$ cat src/rtl/ctrl_pkg.sv
// Shared encodings for the multi-cycle control sequencer: states, instruction
// classes, PC-control codes, branch condition codes and the flag selector.
package ctrl_pkg;

  typedef enum logic [1:0] {
    ST_FETCH = 2'b00,
    ST_EXEC  = 2'b01,
    ST_MEM   = 2'b10,
    ST_HALT  = 2'b11
  } state_e;

  typedef enum logic [2:0] {
    CL_ALU_RR  = 3'b000,
    CL_ALU_IMM = 3'b001,
    CL_LOAD    = 3'b010,
    CL_STORE   = 3'b011,
    CL_BR_SET  = 3'b100,
    CL_BR_CLR  = 3'b101,
    CL_JUMP    = 3'b110,
    CL_HALT    = 3'b111
  } class_e;

  localparam logic [1:0] PS_HOLD = 2'b00;
  localparam logic [1:0] PS_INC  = 2'b01;
  localparam logic [1:0] PS_BR   = 2'b10;
  localparam logic [1:0] PS_JMP  = 2'b11;

  localparam logic [1:0] CND_Z = 2'b00;
  localparam logic [1:0] CND_N = 2'b01;
  localparam logic [1:0] CND_C = 2'b10;
  localparam logic [1:0] CND_V = 2'b11;

  localparam int unsigned FS_PASS_A = 0;

  // Pick the ALU flag named by a branch condition field.
  function automatic logic sel_flag(input logic [1:0] cnd,
                                    input logic v, input logic c,
                                    input logic n, input logic z);
    logic f;
    case (cnd)
      CND_Z:   f = z;
      CND_N:   f = n;
      CND_C:   f = c;
      default: f = v;
    endcase
    return f;
  endfunction

endpackage

$ cat src/rtl/mc_insn_decode.sv
// Combinational control-word decode: (state, IR, flags, mem_ready) -> PS, IL,
// MB, FS, MD, RW, MM, MW, mem_req. Mealy on mem_ready and on the flags.
module mc_insn_decode
  import ctrl_pkg::*;
#(
  parameter int OPW = 7,
  parameter int FSW = 4
) (
  input  state_e         state_i,
  input  logic [OPW-1:0] ir_i,
  input  logic           v_i,
  input  logic           c_i,
  input  logic           n_i,
  input  logic           z_i,
  input  logic           mem_ready_i,
  output logic [1:0]     ps_o,
  output logic           il_o,
  output logic           mb_o,
  output logic [FSW-1:0] fs_o,
  output logic           md_o,
  output logic           rw_o,
  output logic           mm_o,
  output logic           mw_o,
  output logic           mem_req_o
);

  class_e cls;
  logic   flag;
  // Bits of IR between the class and function fields carry no meaning here.
  logic   ir_unused;

  assign cls       = class_e'(ir_i[OPW-1:OPW-3]);
  assign flag      = sel_flag(ir_i[1:0], v_i, c_i, n_i, z_i);
  assign ir_unused = ^ir_i;

  // Control word: everything defaults low, each state raises only its strobes.
  always_comb begin
    ps_o      = PS_HOLD;
    il_o      = 1'b0;
    mb_o      = 1'b0;
    fs_o      = FSW'(FS_PASS_A);
    md_o      = 1'b0;
    rw_o      = 1'b0;
    mm_o      = 1'b0;
    mw_o      = 1'b0;
    mem_req_o = 1'b0;
    case (state_i)
      ST_FETCH: begin
        mm_o      = 1'b1;
        mem_req_o = 1'b1;
        if (mem_ready_i) begin
          il_o = 1'b1;
          ps_o = PS_INC;
        end
      end
      ST_EXEC: begin
        case (cls)
          CL_ALU_RR, CL_ALU_IMM: begin
            fs_o = ir_i[FSW-1:0];
            mb_o = ir_i[OPW-3];
            rw_o = 1'b1;
          end
          CL_BR_SET: ps_o = flag ? PS_BR : PS_HOLD;
          CL_BR_CLR: ps_o = flag ? PS_HOLD : PS_BR;
          CL_JUMP:   ps_o = PS_JMP;
          default:   ;
        endcase
      end
      ST_MEM: begin
        mem_req_o = 1'b1;
        if (cls == CL_STORE) begin
          mw_o = 1'b1;
        end else if (mem_ready_i) begin
          md_o = 1'b1;
          rw_o = 1'b1;
        end
      end
      default: ;
    endcase
  end

endmodule

$ cat src/rtl/mc_control_unit.sv
// Multi-cycle control sequencer: holds the instruction register and the
// FETCH/EXEC/MEM/HALT state, and drives the datapath control word.
//
//   state    | meaning
//   ---------+-----------------------------------------------------------
//   ST_FETCH | read instruction at PC; load IR and bump PC on mem_ready
//   ST_EXEC  | ALU op / branch / jump resolve here; load/store go to MEM
//   ST_MEM   | data access at register-A address, held until mem_ready
//   ST_HALT  | idle with all strobes low until reset
module mc_control_unit
  import ctrl_pkg::*;
#(
  parameter int OPW = 7,
  parameter int FSW = 4
) (
  input  logic           clk,
  input  logic           reset,
  input  logic [OPW-1:0] instr,
  input  logic           mem_ready,
  input  logic           V,
  input  logic           C,
  input  logic           N,
  input  logic           Z,
  output logic [1:0]     state,
  output logic [1:0]     PS,
  output logic           IL,
  output logic           MB,
  output logic [FSW-1:0] FS,
  output logic           MD,
  output logic           RW,
  output logic           MM,
  output logic           MW,
  output logic           mem_req
);

  state_e         state_q, state_d;
  logic [OPW-1:0] ir_q, ir_d;
  class_e         cls;

  logic [1:0]     dec_ps;
  logic           dec_il, dec_mb, dec_md, dec_rw, dec_mm, dec_mw, dec_req;
  logic [FSW-1:0] dec_fs;

  assign cls = class_e'(ir_q[OPW-1:OPW-3]);

  // State and instruction registers.
  always_ff @(posedge clk) begin
    if (reset) begin
      state_q <= ST_FETCH;
      ir_q    <= '0;
    end else begin
      state_q <= state_d;
      ir_q    <= ir_d;
    end
  end

  // Next state; IR only captures on the fetch cycle that memory completes.
  always_comb begin
    state_d = state_q;
    ir_d    = ir_q;
    case (state_q)
      ST_FETCH: begin
        if (mem_ready) begin
          state_d = ST_EXEC;
          ir_d    = instr;
        end
      end
      ST_EXEC: begin
        case (cls)
          CL_LOAD, CL_STORE: state_d = ST_MEM;
          CL_HALT:           state_d = ST_HALT;
          default:           state_d = ST_FETCH;
        endcase
      end
      ST_MEM:  if (mem_ready) state_d = ST_FETCH;
      default: state_d = ST_HALT;
    endcase
  end

  mc_insn_decode #(
    .OPW (OPW),
    .FSW (FSW)
  ) u_decode (
    .state_i     (state_q),
    .ir_i        (ir_q),
    .v_i         (V),
    .c_i         (C),
    .n_i         (N),
    .z_i         (Z),
    .mem_ready_i (mem_ready),
    .ps_o        (dec_ps),
    .il_o        (dec_il),
    .mb_o        (dec_mb),
    .fs_o        (dec_fs),
    .md_o        (dec_md),
    .rw_o        (dec_rw),
    .mm_o        (dec_mm),
    .mw_o        (dec_mw),
    .mem_req_o   (dec_req)
  );

  // Outputs are forced low while reset is held so an abandoned access never
  // leaks a strobe during the reset cycles.
  always_comb begin
    state   = reset ? 2'b00 : state_q;
    PS      = reset ? PS_HOLD : dec_ps;
    IL      = !reset && dec_il;
    MB      = !reset && dec_mb;
    FS      = reset ? '0 : dec_fs;
    MD      = !reset && dec_md;
    RW      = !reset && dec_rw;
    MM      = !reset && dec_mm;
    MW      = !reset && dec_mw;
    mem_req = !reset && dec_req;
  end

endmodule

$ cat config.mk
export PLATFORM = sky130hd
export DESIGN_NAME = mc_control_unit
export DESIGN_NICKNAME = d
export VERILOG_FILES = /design/src/rtl/ctrl_pkg.sv /design/src/rtl/mc_insn_decode.sv /design/src/rtl/mc_control_unit.sv
export SDC_FILE = /design/constraint.sdc
export NUM_CORES = 1
export LEC_CHECK = 0
export CAP_MARGIN = 20
export CELL_PAD_IN_SITES_DETAIL_PLACEMENT = 2
export CELL_PAD_IN_SITES_GLOBAL_PLACEMENT = 2
export CORE_ASPECT_RATIO = 0.8
export CORE_MARGIN = 2
export CORE_UTILIZATION = 18
export DETAILED_ROUTE_END_ITERATION = 12
export PLACE_DENSITY = 0.78
export SYNTH_ARGS = -nofsm -noshare
export SYNTH_HDL_FRONTEND = slang
export SYNTH_SLANG_ARGS = --single-unit
$ cat constraint.sdc
create_clock -name clk -period 1.17 [get_ports clk]
set_input_delay 0.1755 -clock clk [delete_from_list [all_inputs] [get_ports clk]]
set_output_delay 0.1755 -clock clk [all_outputs]
set_load 0.03 [all_outputs]
Word level (Yosys, flattened, before mapping) --
Cells that the tools add are included.
Cells by class: reduce and logical (&&, ||, !) cells 16, multiplexer cells 27, eq/ne operators 13
Operators with widths (number):
- 3-bit equality test, second input constant | 4
- 1-bit 2-to-1 mux | 12
- 2-bit 2-to-1 mux | 6
- 4-bit 2-to-1 mux | 3
- 2-bit case mux with 3 select lines | 2
- 2-bit case mux with 2 select lines | 2
- 1-bit logical AND | 7
- 3-bit by 2-bit equality test with 1-bit output, second input constant | 2
- 2-bit OR reduction | 3
- 2-bit by 1-bit equality test with 1-bit output, second input constant | 2
- 2-bit equality test, second input constant | 2
- 2-bit logical NOT | 2
- 2-bit inequality test, second input constant | 2
- 2-bit AND reduction | 2
- 3-bit by 1-bit equality test with 1-bit output, second input constant | 1
- 3-bit logical NOT | 1
- 1-bit case mux with 3 select lines | 1
- 1-bit case mux with 2 select lines | 1
- 1-bit logical NOT | 1
Word-level totals: bits in registers 9, output and inout port bits 15, logic and storage cells 58, input port bits 14

Logic depth before layout (Yosys ltp) --
word-level depth 6, depth in mapped cells 6, gate-level depth less buffers 5

Modules after synthesis --
Synthesis repeated with hierarchy kept, for this count alone.
Unflattened totals: cell total of the unflattened synthesis 87, area total of the unflattened synthesis 701.9 µm²
By module, submodules not included:
- mc_control_unit | cells each 59, times used 1, area an instance 494.2 µm², sequential area each 180.2 µm²
- mc_insn_decode | cells each 28, times used 1, area an instance 207.7 µm², sequential area each 0.0 µm²

Worst setup path after synthesis --
OpenSTA, ideal clock, no wires.
kind flip-flop to output port, start register state_q[0], end output PS[0], path buffers 0, required time 0.995 ns, arrival time 1.789 ns, slack -0.795 ns, stages on the path, launching flop included 6, cells stage by stage dfxtp_1 > inv_1 > ha_1 > nor2b_1 > and2_1 > a31o_1
On the way: longest elaborated chain between the ends 3, elaborated cells on any way between the ends 4, classes of those cells 1 x eq/ne; 2 x mux; 1 x reduce/logical
Ends and longest elaborated chain:
- from (decl) | RTL line mc_control_unit.sv:36 | state_e state_q, state_d;
- from (signal assigned) | RTL line mc_control_unit.sv:52 | state_q <= state_d;
- 2-bit by 1-bit equality test with 1-bit output / 2-bit logical NOT (equally long branches) | RTL line mc_insn_decode.sv:47 | case (state_i)
- 2-bit case mux with 2 select lines * | RTL line mc_insn_decode.sv:47
- 2-bit 2-to-1 mux * | RTL line mc_control_unit.sv:106 | PS = reset ? PS_HOLD : dec_ps;
- to (decl) | RTL line mc_control_unit.sv:25 | output logic [1:0] PS,
Every way passes the cells marked *; elsewhere a longest branch is shown, timed or not.

Worst setup path in the final report --
start register state_q[1], end output PS[0]
Same word-level chain as after synthesis.

==> impl_metrics.yaml <==
route:
  dr.pass1.iters: 4
  wl_met2_um: 2229
  drt-total-wl_um: 4033
  met1Wirelength_um: 1531
  vias: 881
  drc_errors: 0
  dr.max_layer_used: "met4"
  route.met3.wl_um: 131
  ant_nets: 0
  post_drt_via_cell_ratio: 4.686
  wl_per_cell_um: 21.45
  drt_iter0_drc: 10
placement:
  place_ws_ps: -803.5
  port_buffers: 28
  dp_cells: 172
  dpl-instance-area_sq_mm: 0.001156
  dpl.hpwl_um: 2317
  gp_congestion: 0.7552
cts:
  clk_pin_slew_worst_paths_ps: 50
  ctsRootBufferMaster: "clkbuf_8"
  numCtsBuffers: 3
  cts_buffer_depth: 2
  cts.sinks: 9
  insertion_delay_ps: 230
  cts_tree: "built"
  htree_levels: 1
timing:
  tightest_slew_ps: 315.6
  tns_ps: -7381
  rsz0062_at_grt: "yes"
  hold_viol: 0
  setup_viol: 22
  finClkSkew_ps: 3.599
  maxSlewViolCount: 0
  clock.fmax_ghz: 0.5839
  final.setup.worst_slack_ps: -542.6
  whs_ps: 472.0
  relSlewSlack_pct: 78.96
  post-route-period-util_pct: 146.4
  min_period_ps: 1713
finish:
  instances_no_fill: 188
  num-fill-cells: 360
  drive_gt1_share_pct: 67.81
  nets: 165
  final_cell_area_sq_mm: 0.001567
  final_util_pct: 46.73
  multiInputGateArea_sq_um: 634.4
  n_antenna_cell: 0
  syn_to_final_growth_pct: 152.9
  seqCellArea_sq_um: 186.4
logic_synthesis:
  synth_area_sq_um: 619.3
  synth_ff_type: "dfxtp_1"
  synth-edff-count: 0
  synth-seq-area-share_pct: 29.09
  syn_inst: 83
  yosysWarnings: 0
  post-synth-top-count-cell: "nand2_1"
  synth_area_leaders: "dfxtp_1 (29%), ha_1 (8.1%), nand2_1 (7.3%), nand3_1 (6.5%), and2_1 (6.1%)"
  synth-seq-cells: 9
  synthTopCellsByCount: "nand2_1 (12), dfxtp_1 (9), nand3_1 (8), a21oi_1 (7), nor2_1 (7)"
  post-synth-top-area-cell: "dfxtp_1"
  synth.avg_cell_area_sq_um: 7.462
  yosysUniqueCellTypes: 25
  syn-num-nets: 101
  yosysTopAreaCellShare_pct: 29.09
  async_flop_share_pct: 0
worst_setup_path:
  cp_slowest_cell: "dfxtp_2"
  critPathArrivalTime_ps: 1540
  cp_cell_sequence: "inv_4, buf_6, ha_4, nor2b_4, and2_4, a31o_4, buf_6"
  critPathRequiredTime_ps: 990
  worstSetupPathType: "register to primary output"
  cp-start-kind: "register"
  critPathMaxStageDelay_ps: 350
  worst-path-max-fanout: 3
  end_kind: "primary output"
  cp_common_cell: "buf_6"
pwr:
  cellPowerDensity_mw_per_mm2: 1160
  p_leak_nw: 0.6553
  power.total_mw: 1.817
  vdd_drop_max_v: 0.0003517
grt:
  overflow: 0
  grtUsageTotal_pct: 17.26
  grt_max_degree: 12
  antenna_found_initial: 0
  grt_pass1_vias: 931
  grt_pass1_wl_um: 5050
run:
  maxCapViolCount: 0
floorplan:
  fp.dieArea_sq_mm: 0.003929
  ios: 29
  die_height_um: 56.47
  rows: 19
  start_util_pct: 18.48
  core_sq_mm: 0.003352
  die_w_um: 69.58
worst_hold_path:
  hold_class: "register to register"
status:
  run_status: "finished, violations left"
  violations: "setup timing"
## kinds of logic after synthesis
logic type	after synthesis	synth area share, %
buffers and inverters	8	5.453
multiplexers	3	4.849
AO/OA/AOI/OAI	16	15.56
AND/OR/NAND/NOR	43	36.97
flip-flops	9	29.09
adder cells (fa/ha/maj)	4	8.081
## registers in the layout (all words and copies together) (netlist names)
register and cells:
state_q 2, ir_q 7
## worst max-delay path: cells and delay by family (launching register included)
family,cells,cell delay [ps]
buffers and inverters,3,300
AND/OR/NAND/NOR,2,280
flip-flops,1,350
adder cells (fa/ha/maj),1,170
AO/OA/AOI/OAI,1,200
## timing repair
| action | CTS | global route |
|---|---|---|
| endpoints found under the hold margin | 0 | 0 |
| hold buffers | 0 | 0 |
| buffers inserted | 4 | 8 |
| gates resized for setup | 47 | 34 |
| endpoints found under the setup margin | 24 | 24 |
| gates cloned | 0 | 0 |
| pin swaps | 11 | 12 |
## layer usage
| metal | track usage (%) | vias to the layer above |
|---|---|---|
| met1 | 20.52 | 430 |
| met5 | 0 | - |
| met2 | 30.91 | 28 |
| met4 | 8.403 | 0 |
| li1 | - | 413 |
| met3 | 1.975 | 10 |
## layout make-up
type	count	area share, %
Sequential cell	9	11.90
Tap cell	42	3.355
Multi-Input combinational cell	66	40.50
Timing Repair Buffer	63	39.94
Inverter	4	1.438
Clock buffer	4	2.875
## where the power goes
| group | internal [mW] | switching (mW) |
|---|---|---|
| Clock | 0.238 | 0.126 |
| Sequential | 0.348 | 0.0415 |
| Combinational | 0.541 | 0.523 |
| Total | 1.13 | 0.690 |
## placed cells by master (no fill, tap or decap), types with 4 or more instances in the layout
| cell | synthesis | routed |
|---|---|---|
| nand2_1 | 12 | 4 |
| nor2_4 | 0 | 4 |
| clkdlybuf4s50_1 | 0 | 12 |
| nand2_2 | 0 | 6 |
| nand3_1 | 8 | 7 |
| dfxtp_1 | 9 | 6 |
| buf_4 | 0 | 20 |
| buf_6 | 0 | 29 |
| a21oi_2 | 0 | 5 |
| and2_4 | 0 | 6 |
## final timing paths
kind,start,endpoint,slack (ps),cells after the start
worst max-delay path,state_q[1]$_SDFFE_PP0P_,PS[0],-540,7
worst min register to register,ir_q[2]$_SDFFE_PP0P_,ir_q[2]$_SDFFE_PP0P_,470,2
worst max register to register,state_q[0]$_SDFFE_PP0P_,state_q[1]$_SDFFE_PP0P_,-360,8
worst min-delay path,ir_q[2]$_SDFFE_PP0P_,ir_q[2]$_SDFFE_PP0P_,470,2
Power figures use the tool's default switching activity.
==> RTL edit (same settings) <==
Reset style: asynchronous (`reset`), changed in one clocked block.
--- a/src/rtl/mc_control_unit.sv
+++ b/src/rtl/mc_control_unit.sv
@@ -44,7 +44,7 @@
   assign cls = class_e'(ir_q[OPW-1:OPW-3]);
 
   // State and instruction registers.
-  always_ff @(posedge clk) begin
+  always_ff @(posedge clk or posedge reset) begin
     if (reset) begin
       state_q <= ST_FETCH;
       ir_q    <= '0;
Check against the original RTL: same outputs for any inputs over 10 cycles, from zero or initial values and one cycle with reset high; that may be too few to reach the edited logic, so the function may still have changed.
==> RTL edit against the original RTL <==
The flow still finishes with violations (setup timing); first-iteration DRC count fell by 10%; sequential cell count did not move; count of clock-buffer cells in the layout did not move; synthesized area increased by 2.8%; worst setup slack worse by 57 ps; fmax decreased by 3.2%; cell area down 3.9%; routed wire length shrank 14%; critical endpoint unchanged.
Power is not compared: it rests on default switching activity, and its combinational part moved more than twofold at a synthesized area within 25%.
==> RTL edit: results (changes against the original RTL) <==
[sta]
final.setup.worst_slack_ps = -600  ; -57.2 ps
worst_slew_pin_slew_ps = 264  ; -52.0 ps
setup_viol = 24  ; +9.1%

[run_status]
violations = setup timing
status = finished, violations left

[drt]
wl_met2_um = 1950  ; -13%
firstDrtPassIters = 2  ; -2

[placement]
gp_congestion = 0.788  ; +4.4%
dp_hpwl_um = 2010  ; -13%

[power_and_ir_drop]
power.total_uw = 822

[global_route]
grtUsageMet2 = 0.322  ; +0.0130
grt_use_total = 0.174  ; +0.000964
grt_pass1_vias = 897  ; -3.7%
grt_pass1_wl_um = 5180  ; +2.5%

[synth]
ys_top_cells_by_area = dfrtp_1 (35%), mux2_2 (11%), ha_1 (7.9%), and2_1 (4.9%), mux2i_1 (4.7%)
syn_area_per_cell_sq_um = 9.65  ; +29%
synth_cell_types = 24  ; -4.0%
ys_seq_area_frac = 0.354  ; +0.0627
synth_flop_cell = dfrtp_1

[setup_path]
worstReg2RegStart = state_q[1]
reg2reg_depth = 6  ; -2
cp_max_fo = 4  ; +1
critPathArrivalTime_ps = 1590  ; +50 ps
critical-path-slowest-cell = dfrtp_2

[final_layout]
area_share_nonclk_buffers = 0.375  ; -0.0245
clk_share = 0.0299  ; +0.00117
nMultiInputCombCells = 51  ; -23%
nFillCells = 355  ; -1.4%
multi_input_area_sq_um = 594  ; -6.3%

[clocking]
post_cts_buffers = 11  ; +7

==> RTL edit: changes by cell type after synthesis, moves of 4 or more <==
cell / delta
nand2_1: -10
dfrtp_1: +9
dfxtp_1: -9
nand3_1: -8
mux2_2: +6
a21oi_1: -4
==> RTL edit: cells by family (layout without fill, tap and decap cells) <==
kind of cell	Yosys count	count (layout)
flops	9	9
fa+ha+maj	4	4
buf+inv	6	65
mux	10	10
compound gates	9	9
simple gates	28	28
==> RTL edit: power by group <==
part           switching [uW]  leakage, uW  internal (uW)  total (uW)
Sequential                  0     0.000113            312         312
Combinational            55.4     0.000517           67.1         123
Clock                     148    0.0000228            240         387
Total                     203     0.000653            618         822
==> RTL edit: worst max path at each step <==
stage,to,cells after the start,startpoint
after CTS,PS[1],4,ir_q[1]
after global routing,PS[0],6,state_q[1]
after global placement,MW,4,reset
after floorplan,RW,5,state_q[0]
after detailed placement,MW,4,reset
final,PS[0],6,state_q[1]
